**config.mk**
```make
export PLATFORM = sky130hd
export DESIGN_NAME = acl_spi_responder
export DESIGN_NICKNAME = d
export VERILOG_FILES = /design/src/rtl/acl_spi_responder.sv
export SDC_FILE = /design/constraint.sdc
export NUM_CORES = 1
export LEC_CHECK = 0
export BUFFER_PORTS_ARGS = -buffer_cell sky130_fd_sc_hd__buf_2
export CAP_MARGIN = 5
export CORE_ASPECT_RATIO = 1.25
export CORE_MARGIN = 2
export CORE_UTILIZATION = 25
export CTS_BUF_LIST = sky130_fd_sc_hd__clkbuf_4 sky130_fd_sc_hd__clkbuf_8 sky130_fd_sc_hd__clkbuf_16
export CTS_CLUSTER_DIAMETER = 80
export CTS_CLUSTER_SIZE = 10
export DETAILED_ROUTE_END_ITERATION = 10
export PLACE_DENSITY = 0.37
export SETUP_SLACK_MARGIN = 0.2
export SLEW_MARGIN = 10
export SYNTH_ARGS = -nofsm -noshare
export SYNTH_HDL_FRONTEND = slang
export SYNTH_SLANG_ARGS = --single-unit
```
**constraint.sdc**
```tcl
create_clock -name clk -period 4.31 [get_ports clk]
set_input_delay 0.2155 -clock clk [delete_from_list [all_inputs] [get_ports clk]]
set_output_delay 0.2155 -clock clk [all_outputs]
set_load 0.005 [all_outputs]
```
**src/rtl/acl_spi_responder.sv**
```systemverilog
// acl_spi_responder: SPI mode-0 register-file slave for an accelerometer front end.
// The SPI pins are synchronized into clk, and edges are detected on the synchronized copies.
// Incoming samples are held back while the slave is selected, so that a burst read
// always returns a consistent X/Y/Z set.
`timescale 1ns/1ps
module acl_spi_responder #(
  parameter logic [7:0] DEVID_AD  = 8'hAD,
  parameter logic [7:0] DEVID_MST = 8'h1D,
  parameter logic [7:0] PARTID    = 8'hF2
) (
  input  logic        clk,
  input  logic        reset_n,
  input  logic        spi_sclk,
  input  logic        spi_mosi,
  input  logic        spi_ss_n,
  output logic        spi_miso,
  output logic        spi_miso_oe,
  input  logic        smp_wr,
  input  logic [11:0] smp_x,
  input  logic [11:0] smp_y,
  input  logic [11:0] smp_z,
  output logic        wr_stb,
  output logic [5:0]  wr_addr,
  output logic [7:0]  wr_data,
  output logic        cmd_err,
  output logic [7:0]  power_ctl
);

  localparam logic [2:0] IDLE   = 3'd0;
  localparam logic [2:0] CMD    = 3'd1;
  localparam logic [2:0] ADDR   = 3'd2;
  localparam logic [2:0] WDATA  = 3'd3;
  localparam logic [2:0] RDATA  = 3'd4;
  localparam logic [2:0] IGNORE = 3'd5;

  localparam logic [7:0] CMD_WRITE = 8'h0A;
  localparam logic [7:0] CMD_READ  = 8'h0B;

  // Synchronizers and edge-detect history
  logic [1:0] sclk_sync;
  logic [1:0] mosi_sync;
  logic [1:0] ss_sync;
  logic       sclk_prev;
  logic       ss_prev;
  logic [1:0] live;
  logic       armed;

  // Protocol state
  logic [2:0] state;
  logic [2:0] bit_cnt;
  logic [7:0] shift_in;
  logic [7:0] tx_shift;
  logic       is_read;
  logic       load_pend;
  logic [5:0] addr;

  // Register file and pending sample buffer
  logic [7:0]  regs [64];
  logic        pend_valid;
  logic [11:0] pend_x;
  logic [11:0] pend_y;
  logic [11:0] pend_z;

  logic       sclk_s;
  logic       mosi_s;
  logic       ss_s;
  logic       ss_fall;
  logic       ss_rise;
  logic       sclk_rise;
  logic       sclk_fall;
  logic [7:0] byte_in;
  logic       byte_done;
  logic       protect;
  logic       wr_en;
  logic [7:0] rd_val;

  assign sclk_s    = sclk_sync[1];
  assign mosi_s    = mosi_sync[1];
  assign ss_s      = ss_sync[1];
  // A falling ss_n only counts once ss_n has been seen high after reset, so a
  // frame that was in progress when reset was released is never resumed.
  assign ss_fall   = armed & ss_prev & ~ss_s;
  assign ss_rise   = ~ss_prev & ss_s;
  assign sclk_rise = sclk_s & ~sclk_prev & ~ss_s;
  assign sclk_fall = ~sclk_s & sclk_prev & ~ss_s;
  assign byte_in   = {shift_in[6:0], mosi_s};
  assign byte_done = sclk_rise && (state != IDLE) && (bit_cnt == 3'd7);
  assign protect   = (addr <= 6'h02) || ((addr >= 6'h0E) && (addr <= 6'h13));
  assign wr_en     = byte_done && (state == WDATA) && !protect;

  assign spi_miso_oe = ~ss_s;
  assign power_ctl   = regs[6'h2D];

  // Read-side view of the register map: the ID bytes are fixed, everything else is stored
  always_comb begin
    rd_val = regs[addr];
    case (addr)
      6'h00:   rd_val = DEVID_AD;
      6'h01:   rd_val = DEVID_MST;
      6'h02:   rd_val = PARTID;
      default: ;
    endcase
  end

  // Two-flop synchronizers for the SPI pins, plus the post-reset arming of ss_n
  always_ff @(posedge clk or negedge reset_n) begin
    if (!reset_n) begin
      sclk_sync <= 2'b00;
      mosi_sync <= 2'b00;
      ss_sync   <= 2'b11;
      sclk_prev <= 1'b0;
      ss_prev   <= 1'b1;
      live      <= 2'b00;
      armed     <= 1'b0;
    end else begin
      sclk_sync <= {sclk_sync[0], spi_sclk};
      mosi_sync <= {mosi_sync[0], spi_mosi};
      ss_sync   <= {ss_sync[0], spi_ss_n};
      sclk_prev <= sclk_s;
      ss_prev   <= ss_s;
      live      <= {live[0], 1'b1};
      if (live[1] && ss_s) begin
        armed <= 1'b1;
      end
    end
  end

  // Frame FSM: command/address decode, write strobes and the MISO shifter
  always_ff @(posedge clk or negedge reset_n) begin
    if (!reset_n) begin
      state     <= IDLE;
      bit_cnt   <= 3'd0;
      shift_in  <= 8'h00;
      tx_shift  <= 8'h00;
      is_read   <= 1'b0;
      load_pend <= 1'b0;
      addr      <= 6'h00;
      spi_miso  <= 1'b0;
      wr_stb    <= 1'b0;
      wr_addr   <= 6'h00;
      wr_data   <= 8'h00;
      cmd_err   <= 1'b0;
    end else begin
      wr_stb  <= 1'b0;
      cmd_err <= 1'b0;
      if (ss_rise) begin
        state     <= IDLE;
        bit_cnt   <= 3'd0;
        load_pend <= 1'b0;
        tx_shift  <= 8'h00;
        spi_miso  <= 1'b0;
      end else if (ss_fall) begin
        state     <= CMD;
        bit_cnt   <= 3'd0;
        load_pend <= 1'b0;
        spi_miso  <= 1'b0;
      end else begin
        if (sclk_rise && (state != IDLE)) begin
          shift_in <= byte_in;
          bit_cnt  <= bit_cnt + 3'd1;
          if (bit_cnt == 3'd7) begin
            case (state)
              CMD: begin
                if (byte_in == CMD_WRITE) begin
                  is_read <= 1'b0;
                  state   <= ADDR;
                end else if (byte_in == CMD_READ) begin
                  is_read <= 1'b1;
                  state   <= ADDR;
                end else begin
                  state   <= IGNORE;
                  cmd_err <= 1'b1;
                end
              end
              ADDR: begin
                addr <= byte_in[5:0];
                if (is_read) begin
                  state     <= RDATA;
                  load_pend <= 1'b1;
                end else begin
                  state <= WDATA;
                end
              end
              WDATA: begin
                if (!protect) begin
                  wr_stb  <= 1'b1;
                  wr_addr <= addr;
                  wr_data <= byte_in;
                end
                addr <= addr + 6'd1;
              end
              RDATA:   load_pend <= 1'b1;
              default: ;
            endcase
          end
        end
        if (sclk_fall && (state == RDATA)) begin
          if (load_pend) begin
            tx_shift  <= rd_val;
            spi_miso  <= rd_val[7];
            addr      <= addr + 6'd1;
            load_pend <= 1'b0;
          end else begin
            tx_shift <= {tx_shift[6:0], 1'b0};
            spi_miso <= tx_shift[6];
          end
        end
      end
    end
  end

  // Register storage: SPI writes, direct sample updates and the deferred sample buffer
  always_ff @(posedge clk or negedge reset_n) begin
    if (!reset_n) begin
      for (int i = 0; i < 64; i++) begin
        regs[i] <= 8'h00;
      end
      pend_valid <= 1'b0;
      pend_x     <= 12'h000;
      pend_y     <= 12'h000;
      pend_z     <= 12'h000;
    end else begin
      if (wr_en) begin
        regs[addr] <= byte_in;
      end
      if (smp_wr && ss_s && !ss_rise) begin
        regs[6'h0E] <= smp_x[7:0];
        regs[6'h0F] <= {{4{smp_x[11]}}, smp_x[11:8]};
        regs[6'h10] <= smp_y[7:0];
        regs[6'h11] <= {{4{smp_y[11]}}, smp_y[11:8]};
        regs[6'h12] <= smp_z[7:0];
        regs[6'h13] <= {{4{smp_z[11]}}, smp_z[11:8]};
      end else if (smp_wr) begin
        pend_x     <= smp_x;
        pend_y     <= smp_y;
        pend_z     <= smp_z;
        pend_valid <= 1'b1;
      end else if (pend_valid && ss_s && ss_prev) begin
        regs[6'h0E] <= pend_x[7:0];
        regs[6'h0F] <= {{4{pend_x[11]}}, pend_x[11:8]};
        regs[6'h10] <= pend_y[7:0];
        regs[6'h11] <= {{4{pend_y[11]}}, pend_y[11:8]};
        regs[6'h12] <= pend_z[7:0];
        regs[6'h13] <= {{4{pend_z[11]}}, pend_z[11:8]};
        pend_valid  <= 1'b0;
      end
    end
  end

endmodule

```
Word level (Yosys, flattened, before mapping)

Index checks and enable logic that the tools add are counted.

Bits of input ports: 42
Logic and storage cells: 212
Output and inout port bits: 26
Bits in registers: 605

Reduce and logical (&&, ||, !) cells: 32
Order comparisons: 5
Bitwise logic cells: 16
Add/sub/neg operators: 2
Muxes and demuxes: 60
Equal/unequal tests: 10

Operator list:

| kind                                                                          | count |
|---|---|
| 512-bit bitwise mux                                                           | 1 |
| 400-bit 2-to-1 mux                                                            | 1 |
| 48-bit 2-to-1 mux                                                             | 3 |
| 8-bit binary-select mux with 6-bit select                                     | 1 |
| 8-bit demux with 6-bit select                                                 | 1 |
| 3-bit 2-to-1 mux                                                              | 10 |
| 1-bit 2-to-1 mux                                                              | 28 |
| 7-bit 2-to-1 mux                                                              | 4 |
| 6-bit 2-to-1 mux                                                              | 4 |
| 8-bit 2-to-1 mux                                                              | 3 |
| 8-bit case mux with 3 select lines                                            | 1 |
| 8-bit by 4-bit == test with 1-bit output (second input constant)              | 2 |
| 1-bit logical AND                                                             | 12 |
| 6-bit case mux with 2 select lines                                            | 1 |
| 6-bit AND reduction                                                           | 2 |
| 3-bit nonzero test                                                            | 4 |
| 1-bit inverter                                                                | 8 |
| 2-bit AND reduction                                                           | 4 |
| 1-bit bitwise AND                                                             | 7 |
| 7-bit greater-or-equal comparator (second input constant)                     | 1 |
| 7-bit by 1-bit less-than comparator with 1-bit output (second input constant) | 1 |
| 6-bit inverter with 7-bit output                                              | 1 |
| 6-bit by 1-bit adder with 6-bit output (second input constant)                | 1 |
| 3-bit by 2-bit == test with 1-bit output (second input constant)              | 2 |
| 17 further kinds                                                              | 22 |

Logic depth before layout (Yosys ltp)

Gate-level depths: netlist of the first run.

Word-level depth: 11
Gate-level depth with buffers: 14
Depth with buffers taken out: 8

Least setup slack after synthesis of the first run

OpenSTA, ideal clock, no wires.

Path kind: reg-to-reg
Start point: register addr[0]
End point: register regs[280] in the netlist's numbering
Required time: 4185 ps
Path slack: 609 ps
Buffers on the path: 5
Period minus slack after synthesis: 3701 ps
Cell stages (with the launch flop): 14
Arrival time: 3577 ps
Path through: dfrtp_1 -> buf_4 -> buf_4 -> clkinv_1 -> clkbuf_1 -> clkbuf_1 -> ha_1 -> or3b_1 -> a32oi_2 -> o21a_1 -> buf_4 -> nand2_2 -> nor2_2 -> mux2_2

Longest elaborated chain between the ends: 6
Elaborated cells between the ends (all ways): 14
Classes of those cells: 5 x order compare; 3 x mux; 1 x bitwise; 5 x reduce/logical

RTL lines:

| item                                                                                                                                    | RTL line | RTL |
|---|---|---|
| start, declared                                                                                                                         | 55       | `logic [5:0] addr;` |
| start signal, assigned                                                                                                                  | 176      | `addr <= byte_in[5:0];` |
| start signal, assigned                                                                                                                  | 190      | `addr <= addr + 6'd1;` |
| start signal, assigned                                                                                                                  | 201      | `addr <= addr + 6'd1;` |
| 6-bit inverter with 7-bit output (not written as such)                                                                                  | 224      | `regs[addr] <= byte_in;` |
| 7-bit greater-or-equal comparator (not written as such) / 7-bit by 1-bit less-than comparator with 1-bit output (equally long branches) | 224      |  |
| 1-bit logical AND (not written as such)                                                                                                 | 224      |  |
| 8-bit 2-to-1 mux (not written as such)                                                                                                  | 224      |  |
| 8-bit demux with 6-bit select                                                                                                           | 224      |  |
| 512-bit bitwise mux                                                                                                                     | 224      |  |
| end signal, assigned by index                                                                                                           | 224      |  |
| end signal, assigned by index                                                                                                           | 227      | `regs[6'h0E] <= smp_x[7:0];` |
| end signal, assigned by index                                                                                                           | 228      | `regs[6'h0F] <= {{4{smp_x[11]}}, smp_x[11:8]};` |
| end, declared                                                                                                                           | 58       | `logic [7:0] regs [64];` |

Parallel ways exist; a longest one is shown, timed or not.
A chain may end at the register's enable or synchronous reset.

Worst setup path in the final report of the first run

Start point: register addr[1]
End point: register regs[220] in the netlist's numbering

The elaborated chain is that of the path after synthesis.

==> metrics.csv, run 1 <==
stage;metric;value;unit
logic_synthesis;synth_cells;2173;
worst_hold_path;holdCritPathClass;primary input to asynchronous set/reset pin;
die;start_util;0.252;
logic_synthesis;ys_seq_area_frac;0.539;
layout;fill_cells;11247;
setup_path;arrival;4.18;ns
layout;final_nets;2282;
setup_path;worstReg2RegEnd;regs[220]$_DFFE_PN0P_;
power_and_ir_drop;power;12.3;mW
logic_synthesis;avgSynthCellArea;12.9;sq um
clocking;cts-buffers-inserted;71;
global_route;grt_pass1_wl;149000;um
setup_path;r2r_setup_slack;0.64;ns
drt;post-route-drc-count;0;
clocking;insertion_delay;0.64;ns
logic_synthesis;synth_edf_count;0;
sta;rsz0062_at_grt;no;
drt;vias;18913;
die;core_area;0.112;sq mm
logic_synthesis;synth-xor-area-share;0.000623;
logic_synthesis;yosysMostFrequentCell;dfrtp_1;
logic_synthesis;ys_warn_count;0;
sta;fin_tns_setup;0;ns
clocking;post-cts-setup-buffers;0;
logic_synthesis;netlist.area_leader.share;0.536;
clocking;cts_root_buffer;clkbuf_16;
clocking;cts_tree;yes;
setup_path;worstPathMaxFanout;20;
drt;drt_iter0_markers;1227;
sta;timing.final.crit_share;0.852;
drt;wl;101000;um
setup_path;criticalPathCategory;flop to flop;
sta;max_freq;0.272;GHz
logic_synthesis;yosys-top-cells-count;dfrtp_1 (602), mux2_2 (544), clkbuf_1 (145);
sta;slew_violations;0;
layout;drive_gt1_frac;0.401;
die;die-area;0.115;sq mm
power_and_ir_drop;p_leak;14.3;nW
drt;dr.pass1.iters;5;
sta;hold_viol;0;
sta;setup_slack;0.636;ns
setup_path;startpoint_type;flop;
clocking;cts_resized;0;
die;io_pins;68;
placement;hpwl;65000;um
setup_path;required;4.81;ns
placement;dp_slack;0.596;ns
setup_path;worstReg2RegStart;addr[1]$_DFFE_PN0P_;
setup_path;reg2regPathDepth;7;
placement;io_buffer_count;67;
global_route;antenna_found_initial;2;
logic_synthesis;synth_fa_ha_area_frac;0.00311;
logic_synthesis;yosys_most_used_dff;dfrtp_1;
die;rows;137;
die;fp.dieW;304;um
drt;ant_nets;0;
global_route;grt_overflow_total;0;
sta;max_slew_margin;0.168;
layout;antenna_cells;0;
layout;final_core_util;0.292;
logic_synthesis;synth.mux.area_fraction;0.268;
clocking;cts_buffer_depth;3;
logic_synthesis;yosysUniqueCellTypes;80;
global_route;grt_max_degree;123;
power_and_ir_drop;vdd_drop_max;259;uV
sta;period_minus_slack;3.67;ns
logic_synthesis;synth-seq-cells;605;
clocking;cts.htree.levels;3;
status;outcome;finished, final reports clean;
sta;skew;0.0326;ns
clocking;cts_sinks;605;
logic_synthesis;synthTopCellsByArea;dfrtp_1 (54%), mux2_2 (22%), mux2i_1 (2.7%), mux4_2 (2.2%), clkbuf_1 (1.9%);
sta;tightest_slew;1.24;ns
power_and_ir_drop;p_per_area;377;mW/mm^2
logic_synthesis;synth_compound_area_frac;0.104;
run;cap_violations;0;
logic_synthesis;synth_area_leader_cell;dfrtp_1;
logic_synthesis;syn-cell-area;0.0281;sq mm
placement;gp_congestion;0.834;
logic_synthesis;async_reset_ff_frac;1.00;
global_route;grt_pass1_vias;20306;
clocking;path_clk_slew;0.06;ns
drt;via_per_inst;5.10;
clocking;ctsHoldBuffers;40;
logic_synthesis;yosys.area_share.simple;0.0556;
setup_path;crit_path_end_kind;flop;
die;die_h;379;um
sta;setup_viol;0;
drt;wl_per_cell;27.3;um
sta;holdWs;0.106;ns
logic_synthesis;synth_top_family_by_area;multiplexers;
layout;syn2layout_area_growth;15.9;%
global_route;grtUsageTotal;0.177;
logic_synthesis;syn_nets;2222;
## critical path, stage by stage, from the launching register on
cell and delay [ns]:
dfrtp_4 0.62, ha_1 0.29, or3b_1 0.40, a32oi_2 0.41, o21a_1 0.38, nand2_2 0.43
nor2_2 0.61, mux2_2 0.40
## sequential cells by signal, summed over array words and instances, names as in the netlist, 2 cells and up
name,cells
addr,6
bit_cnt,3
live,2
mosi_sync,2
pend_x,12
pend_y,12
pend_z,12
power_ctl,8
regs,504
sclk_sync,2
shift_in,7
ss_sync,2
state,3
tx_shift,7
wr_addr,6
wr_data,8
## cell families after synthesis
logic type	Yosys count
muxes	650
AOI/OAI and AO/OA	415
xor gates and xnor gates	2
buffers and inverters	205
and+or+nand+nor	288
other	1
adders and majority gates	7
DFF	605
## cells in the final DEF, fill, tap and decap left out, types with 48 or more instances in the layout
cell type  synthesis  layout
o21ai_0           54      54
mux2i_1           75      75
nor2_2            54      56
a21oi_1           79      79
a22oi_1           56      56
nand2_1           73      73
buf_2             25      66
mux2_2           544     544
buf_4             13      68
clkbuf_16          0      72
dfrtp_1          602     591
nor2_1            51      48
a221oi_1          62      62
## through the flow
step	instances	area, sq um
final	3711	32600
after CTS	3710	32600
after global routing	3711	32600
after floorplan	2173	28100
after detailed placement	3578	30200
after global placement	3578	30200
## power breakdown
group / internal (mW) / switching (mW)
Combinational: 0.226 / 0.566
Sequential: 5.84 / 0.110
Clock: 3.16 / 2.39
Total: 9.23 / 3.06
## worst max-delay path by stage
stage          slack (ns)                    end           startpoint  depth (start not counted)
2_1_floorplan        0.61  regs[280]$_DFFE_PN0P_  addr[0]$_DFFE_PN0P_                         13
3_3_place_gp         0.70  regs[408]$_DFFE_PN0P_  addr[1]$_DFFE_PN0P_                          7
3_5_place_dp         0.60  regs[410]$_DFFE_PN0P_  addr[1]$_DFFE_PN0P_                          7
4_1_cts              0.61  regs[410]$_DFFE_PN0P_  addr[1]$_DFFE_PN0P_                          7
5_1_grt              0.49  regs[220]$_DFFE_PN0P_  addr[1]$_DFFE_PN0P_                          7
6_report             0.64  regs[220]$_DFFE_PN0P_  addr[1]$_DFFE_PN0P_                          7
## layer usage
| layer | wire length (um) | up-vias | GRT usage | part of all wire |
|---|---|---|---|---|
| met2 | 50700 | 444 | 0.308 | 0.50 |
| met4 | 2740 | 0 | 0.0581 | 0.027 |
| met5 | 0 | - | 0 | 0 |
| met3 | 3630 | 137 | 0.0203 | 0.036 |
| met1 | 44400 | 10129 | 0.227 | 0.44 |
| li1 | - | 8203 | - | - |
## area by class of cell
| class | instances | area [sq um] | area share |
|---|---|---|---|
| clock inverter | 6 | 81.3 | 0.00250 |
| timing repair buffer | 182 | 1400 | 0.0429 |
| multi-input combinational | 1363 | 12200 | 0.373 |
| clock buffer | 86 | 1910 | 0.0587 |
| tap | 1459 | 1830 | 0.0560 |
| inverter | 10 | 37.5 | 0.00115 |
| sequential | 605 | 15200 | 0.465 |
(Power assumes the default switching activity.)
==> run 2: changes to the inputs <==
--- a/config.mk
+++ b/config.mk
@@ -10,7 +10,7 @@
 export CORE_ASPECT_RATIO = 1.25
 export CORE_MARGIN = 2
 export CORE_UTILIZATION = 25
-export CTS_BUF_LIST = sky130_fd_sc_hd__clkbuf_4 sky130_fd_sc_hd__clkbuf_8 sky130_fd_sc_hd__clkbuf_16
+export CTS_BUF_LIST = sky130_fd_sc_hd__clkbuf_16
 export CTS_CLUSTER_DIAMETER = 80
 export CTS_CLUSTER_SIZE = 10
 export DETAILED_ROUTE_END_ITERATION = 10
==> run 2 against run 1 <==
Compared with the run above:
- maximum frequency is 0.37% lower
- non-clock buffer count stayed put
- routed wire length is 0.13% higher
- critical endpoint unchanged
- largest power group unchanged
==> metrics.csv, run 2 (same netlist as run 1, synthesis figures left out) <==
stage;metric;value;unit;change
global_route;grtUsageTotal;0.177;;about the same
power_and_ir_drop;power.internal;9.10;mW;was 9.23 mW
layout;antenna_cells;0;;unchanged
die;rows;137;;unchanged
layout;fin_cells;3711;;unchanged
clocking;path_clk_slew;0.06;ns;about the same
drt;wl;102000;um;was 101000 um
layout;fill_cells;11259;;was 11247
die;fp.dieW;304;um;unchanged
drt;wl_met3;3680;um;was 3630 um
setup_path;r2r_setup_slack;0.62;ns;was 0.64 ns
global_route;grt_overflow_total;0;;unchanged
placement;io_buffer_count;67;;unchanged
layout;mostFrequentLayoutCell;dfrtp_1;;unchanged
layout;mostFrequentLayoutCells;dfrtp_1 (591), mux2_2 (544), a21oi_1 (79);;unchanged
power_and_ir_drop;switching_power;3.07;mW;was 3.06 mW
drt;drt_iter0_markers;1272;;was 1227
layout;drive_gt1_frac;0.395;;was 0.401
drt;wl_per_cell;27.4;um;was 27.3 um
placement;hpwl;65000;um;unchanged
sta;fin_tns_setup;0;ns;unchanged
die;start_util;0.252;;unchanged
drt;ant_nets;0;;unchanged
clocking;cts_root_buffer;clkbuf_16;;unchanged
sta;hold_viol;0;;unchanged
drt;wl_met1;44400;um;about the same
clocking;cts_sinks;605;;unchanged
sta;skew;0.0346;ns;was 0.0326 ns
setup_path;crit_chain;ha_1 > or3b_1 > a32oi_2 > o21a_1 > nand2_2 > nor2_2 > mux2_2;;unchanged
sta;rsz0062_at_grt;no;;unchanged
die;die_h;379;um;unchanged
clocking;post-cts-setup-buffers;0;;unchanged
layout;top_register;regs;;unchanged
layout;seq_area;0.0152;sq mm;unchanged
setup_path;cpPeakStageDelay;0.62;ns;about the same
layout;multi_input_area;0.0122;sq mm;unchanged
setup_path;criticalPathCategory;flop to flop;;unchanged
power_and_ir_drop;vdd_drop_max;259;uV;about the same
setup_path;startpoint_type;flop;;unchanged
clocking;cts_tree;yes;;unchanged
die;die-area;0.115;sq mm;unchanged
power_and_ir_drop;power_frac_seq;0.489;;was 0.484
sta;tightest_slew;1.22;ns;was 1.24 ns
setup_path;worstPathMaxFanout;20;;unchanged
setup_path;crit_path_end_kind;flop;;unchanged
sta;max_slew_margin;0.186;;was 0.168
clocking;cts_buffer_depth;3;;unchanged
placement;dp_slack;0.596;ns;unchanged
sta;max_freq;0.271;GHz;was 0.272 GHz
setup_path;worstReg2RegStart;addr[1]$_DFFE_PN0P_;;unchanged
global_route;grt_pass1_wl;149000;um;about the same
power_and_ir_drop;p_per_area;374;mW/mm^2;was 377 mW/mm^2
global_route;antenna_found_initial;2;;unchanged
power_and_ir_drop;switching_share;0.252;;was 0.249
setup_path;arrival;4.19;ns;was 4.18 ns
global_route;grt_pass1_vias;20321;;was 20306
setup_path;reg2regPathDepth;7;;unchanged
drt;post-route-drc-count;0;;unchanged
drt;dr.pass1.iters;5;;unchanged
run;cap_violations;0;;unchanged
placement;dpl.cell_count;3578;;unchanged
power_and_ir_drop;p_clk_frac;0.446;;was 0.451
clocking;insertion_delay;0.64;ns;about the same
clocking;cts.htree.levels;3;;unchanged
status;outcome;finished, final reports clean;;unchanged
die;core_area;0.112;sq mm;unchanged
layout;final_nets;2282;;unchanged
power_and_ir_drop;p_leak;14.3;nW;about the same
drt;via_per_inst;5.11;;was 5.10
global_route;grt_max_degree;123;;unchanged
layout;largest_register_ffs;504;;unchanged
placement;gp_congestion;0.834;;unchanged
drt;routed.top_layer;met4;;unchanged
worst_hold_path;holdCritPathClass;primary input to asynchronous set/reset pin;;unchanged
drt;vias;18966;;was 18913
power_and_ir_drop;p_comb_frac;0.065;;was 0.064
sta;period_minus_slack;3.69;ns;was 3.67 ns
sta;slew_violations;0;;unchanged
setup_path;cp_slowest_cell;dfrtp_4;;unchanged
sta;timing.final.crit_share;0.856;;was 0.852
setup_path;required;4.81;ns;about the same
sta;setup_viol;0;;unchanged
clocking;cts-buffers-inserted;71;;unchanged
layout;syn2layout_area_growth;15.7;%;was 15.9%
die;io_pins;68;;unchanged
setup_path;worstReg2RegEnd;regs[220]$_DFFE_PN0P_;;unchanged
sta;setup_slack;0.623;ns;was 0.636 ns
drt;dr_wl_met2;50800;um;was 50700 um
[run 2: changes by cell type in the layout (fill, tap and decap cells not counted)]
cell | previous run | this run
clkinv_1 | 3 | 4
clkbuf_8 | 1 | 0
clkbuf_4 | 13 | 0
inv_1 | 6 | 19
[run 2: area by class of cell]
type	instances	share of cell area
flip-flops and latches	605	0.466
multi-input cells	1363	0.374
repair buffers	182	0.0429
inverters	10	0.00115
clock buffers	72	0.0554
well taps	1459	0.0561
clock inverters	20	0.00412
[run 2: how the worst max path moves through the flow]
stage	startpoint	to	cells after the start
6_report	addr[1]$_DFFE_PN0P_	regs[220]$_DFFE_PN0P_	7
5_1_grt	addr[1]$_DFFE_PN0P_	regs[220]$_DFFE_PN0P_	7
4_1_cts	addr[1]$_DFFE_PN0P_	regs[410]$_DFFE_PN0P_	7
3_5_place_dp	addr[1]$_DFFE_PN0P_	regs[410]$_DFFE_PN0P_	7
3_3_place_gp	addr[1]$_DFFE_PN0P_	regs[408]$_DFFE_PN0P_	7
2_1_floorplan	addr[0]$_DFFE_PN0P_	regs[280]$_DFFE_PN0P_	13
[run 2: power by group through the flow]
stage	logic (mW)	clock network (mW)	registers, mW
2_1_floorplan	0.384	0	5.99
3_3_place_gp	0.773	0	6.05
3_5_place_dp	0.785	0	6.05
4_1_cts	0.816	5.62	5.95
5_1_grt	0.873	5.84	5.97
6_report	0.792	5.42	5.95
[run 2: per-layer routing]
metal	track usage	up-vias
met2	0.308	453
met4	0.0581	0
met1	0.227	10196
li1	-	8188
met5	0	-
met3	0.0203	129
[run 2: repair_timing]
item	4_1_cts	5_1_grt
hold buffers	40	0
hold endpoints to repair	141	0
gates resized for setup	0	0
[run 2: per-stage QoR]
| step | area, sq um | total power, mW | hold slack (ns) | util |
|---|---|---|---|---|
| CTS | 32500 | 12.4 | 0.143 | 0.291 |
| floorplan | 28100 | 6.38 | -0.0801 | - |
| global placement | 30200 | 6.82 | 0.243 | 0.270 |
| detailed placement | 30200 | 6.84 | 0.251 | 0.270 |
| finish | 32500 | 12.2 | 0.104 | 0.291 |
| global route | 32500 | 12.7 | 0.138 | 0.291 |
[run 2: critical path, delay by kind of cell (launching register included)]
family / cells / cell delay (ns)
AOI/OAI and AO/OA: 2 / 0.80
adders and majority gates: 1 / 0.30
DFF: 1 / 0.62
muxes: 1 / 0.40
and+or+nand+nor: 3 / 1.44
==> run 3: changes to the inputs <==
--- a/config.mk
+++ b/config.mk
@@ -14,7 +14,7 @@
 export CTS_CLUSTER_DIAMETER = 80
 export CTS_CLUSTER_SIZE = 10
 export DETAILED_ROUTE_END_ITERATION = 10
-export PLACE_DENSITY = 0.37
+export PLACE_DENSITY = 0.35
 export SETUP_SLACK_MARGIN = 0.2
 export SLEW_MARGIN = 10
 export SYNTH_ARGS = -nofsm -noshare
==> constraint.sdc (replaced) <==
create_clock -name clk -period 4.23 [get_ports clk]
set_input_delay 0.2115 -clock clk [delete_from_list [all_inputs] [get_ports clk]]
set_output_delay 0.2115 -clock clk [all_outputs]
set_load 0.005 [all_outputs]
==> run 3 against run 2 <==
Compared with the run above:
- sequential share of layout area is 0.099 points lower
- sequential cell count stayed put
- routed wire length up 2.5%
- global-route usage is 0.45 points higher
- clock skew shrank 0.0040 ns
- cell count hardly changed
- combinational power up 2%
- sequential power up 2%
- maximum frequency is 0.98% lower
- critical path type unchanged
- largest cell class unchanged
- largest power group unchanged
- highest routed layer unchanged
==> metrics.csv, run 3 (same netlist as run 1, synthesis figures left out) <==
stage;metric;value;unit;change
clocking;cts_sinks;605;;unchanged
setup_path;reg2regPathDepth;7;;unchanged
clocking;cts-buffers-inserted;71;;unchanged
sta;tightest_slew;1.19;ns;was 1.22 ns
setup_path;worstReg2RegStart;addr[0]$_DFFE_PN0P_;;was addr[1]$_DFFE_PN0P_
power_and_ir_drop;switching_share;0.254;;was 0.252
power_and_ir_drop;p_comb_frac;0.065;;about the same
setup_path;worstPathMaxFanout;28;;was 20
layout;syn2layout_area_growth;15.9;%;was 15.7%
clocking;cts_root_buffer;clkbuf_16;;unchanged
layout;drive_gt1_frac;0.397;;was 0.395
sta;timing.final.crit_share;0.880;;was 0.856
layout;fill_cells;11268;;was 11259
power_and_ir_drop;power;12.4;mW;was 12.2 mW
sta;period_minus_slack;3.72;ns;was 3.69 ns
clocking;cts_tree;yes;;unchanged
power_and_ir_drop;p_clk_frac;0.447;;was 0.446
setup_path;cpPeakStageDelay;0.79;ns;was 0.62 ns
clocking;cts_resized;0;;unchanged
global_route;antenna_found_initial;1;;was 2
power_and_ir_drop;p_per_area;381;mW/mm^2;was 374 mW/mm^2
setup_path;arrival;4.21;ns;was 4.19 ns
sta;hold_viol;0;;unchanged
setup_path;required;4.71;ns;was 4.81 ns
placement;gp_congestion;0.831;;was 0.834
setup_path;cp_slowest_cell;and2_1;;was dfrtp_4
drt;dr.pass1.iters;7;;was 5
sta;slew_violations;0;;unchanged
setup_path;worstReg2RegEnd;tx_shift[4]$_DFFE_PN0P_;;was regs[220]$_DFFE_PN0P_
clocking;insertion_delay;0.62;ns;was 0.64 ns
layout;final_nets;2285;;was 2282
clocking;cts_buffer_depth;3;;unchanged
sta;setup_slack;0.506;ns;was 0.623 ns
global_route;grt_pass1_wl;153000;um;was 149000 um
power_and_ir_drop;vdd_drop_max;248;uV;was 259 uV
drt;via_per_inst;5.11;;about the same
sta;rsz0062_at_grt;no;;unchanged
worst_hold_path;holdCritPathClass;primary input to asynchronous set/reset pin;;unchanged
die;die_h;379;um;unchanged
sta;holdWs;0.0936;ns;was 0.104 ns
layout;mostFrequentLayoutCell;dfrtp_1;;unchanged
setup_path;crit_chain;buf_4 > and2_1 > a221oi_1 > o21ai_0 > o211ai_1 > a2111oi_0 > o21ai_0;;was ha_1 > or3b_1 > a32oi_2 > o21a_1 > nand2_2 > nor2_2 > mux2_2
drt;drt_iter0_markers;1060;;was 1272
die;fp.dieW;304;um;unchanged
power_and_ir_drop;switching_power;3.15;mW;was 3.07 mW
drt;vias;18955;;was 18966
clocking;cts.htree.levels;3;;unchanged
drt;post-route-drc-count;0;;unchanged
setup_path;startpoint_type;flop;;unchanged
layout;top_register;regs;;unchanged
placement;dp_slack;0.481;ns;was 0.596 ns
drt;wl_per_cell;28.0;um;was 27.4 um
setup_path;critPathMostFrequentCell;o21ai_0;;
status;outcome;finished, final reports clean;;unchanged
setup_path;criticalPathCategory;flop to flop;;unchanged
die;die-area;0.115;sq mm;unchanged
run;cap_violations;0;;unchanged
layout;final_core_util;0.292;;was 0.291
placement;hpwl;66400;um;was 65000 um
sta;skew;0.0306;ns;was 0.0346 ns
global_route;grt_pass1_vias;20428;;was 20321
die;core_area;0.112;sq mm;unchanged
sta;setup_viol;0;;unchanged
setup_path;crit_path_end_kind;flop;;unchanged
power_and_ir_drop;power.internal;9.28;mW;was 9.10 mW
drt;wl;104000;um;was 102000 um
clocking;path_clk_slew;0.06;ns;about the same
power_and_ir_drop;power_frac_seq;0.488;;was 0.489
die;io_pins;68;;unchanged
layout;mostFrequentLayoutCells;dfrtp_1 (591), mux2_2 (544), a21oi_1 (79);;unchanged
power_and_ir_drop;p_leak;14.4;nW;was 14.3 nW
setup_path;r2r_setup_slack;0.51;ns;was 0.62 ns
placement;io_buffer_count;67;;unchanged
global_route;grtUsageTotal;0.181;;was 0.177
sta;max_freq;0.269;GHz;was 0.271 GHz
die;rows;137;;unchanged
layout;largest_register_ffs;504;;unchanged
sta;fin_tns_setup;0;ns;unchanged
drt;ant_nets;0;;unchanged
global_route;grt_overflow_total;0;;unchanged
sta;max_slew_margin;0.209;;was 0.186
die;start_util;0.252;;unchanged
global_route;grt_max_degree;158;;was 123
## run 3: changes by cell type in the layout (fill, tap and decap cells not counted), sizes merged
cell	before	now
clkinv	5	7
buf	142	145
diode	0	1
inv	24	19
clkbuf	72	74
bufinv	1	0
## run 3: how the worst max path moves through the flow
stage,cells after the start,startpoint,endpoint
after floorplan,13,addr[0]$_DFFE_PN0P_,regs[280]$_DFFE_PN0P_
after global placement,8,addr[0]$_DFFE_PN0P_,tx_shift[4]$_DFFE_PN0P_
after detailed placement,8,addr[0]$_DFFE_PN0P_,tx_shift[4]$_DFFE_PN0P_
after CTS,8,addr[0]$_DFFE_PN0P_,tx_shift[4]$_DFFE_PN0P_
after global routing,7,addr[0]$_DFFE_PN0P_,tx_shift[4]$_DFFE_PN0P_
final,7,addr[0]$_DFFE_PN0P_,tx_shift[4]$_DFFE_PN0P_
## run 3: through the flow
step / instances / area, sq um
6_report: 3713 / 32600
5_1_grt: 3712 / 32600
4_1_cts: 3711 / 32600
3_5_place_dp: 3581 / 30200
3_3_place_gp: 3581 / 30200
2_1_floorplan: 2173 / 28100
## run 3: area by class of cell
cell class                      count  area (sq um)  area share
Clock buffer                       74          1850      0.0568
Sequential cell                   605         15200       0.465
Multi-Input combinational cell   1363         12200       0.373
Antenna cell                        1          2.50   0.0000768
Clock inverter                     16          92.6     0.00284
Timing Repair Buffer              185          1460      0.0447
Inverter                           10          37.5     0.00115
Tap cell                         1459          1830      0.0560
## run 3: worst max-delay path, delay by kind of cell (launching register included)
kind	cells	cell delay, ns
buf+inv	1	0.50
simple gates	1	0.79
compound gates	5	1.68
flops	1	0.55
## run 3: timing repair
action	4_1_cts	5_1_grt
hold buffers	40	0
setup buffers	0	0
endpoints found under the hold margin	159	0
## run 3: power by group through the flow
stage | sequential, mW | clock, mW | combinational, mW
floorplan | 6.11 | 0 | 0.391
global placement | 6.16 | 0 | 0.788
detailed placement | 6.17 | 0 | 0.803
CTS | 6.06 | 5.77 | 0.837
global route | 6.08 | 5.99 | 0.893
finish | 6.06 | 5.55 | 0.810
## run 3: routing by layer
metal  track usage  up-vias  share of wire
met2         0.319      408           0.50
met3        0.0222      147          0.034
li1              -     8186              -
met5             0        -              0
met4        0.0523        0          0.026
met1         0.232    10214           0.44
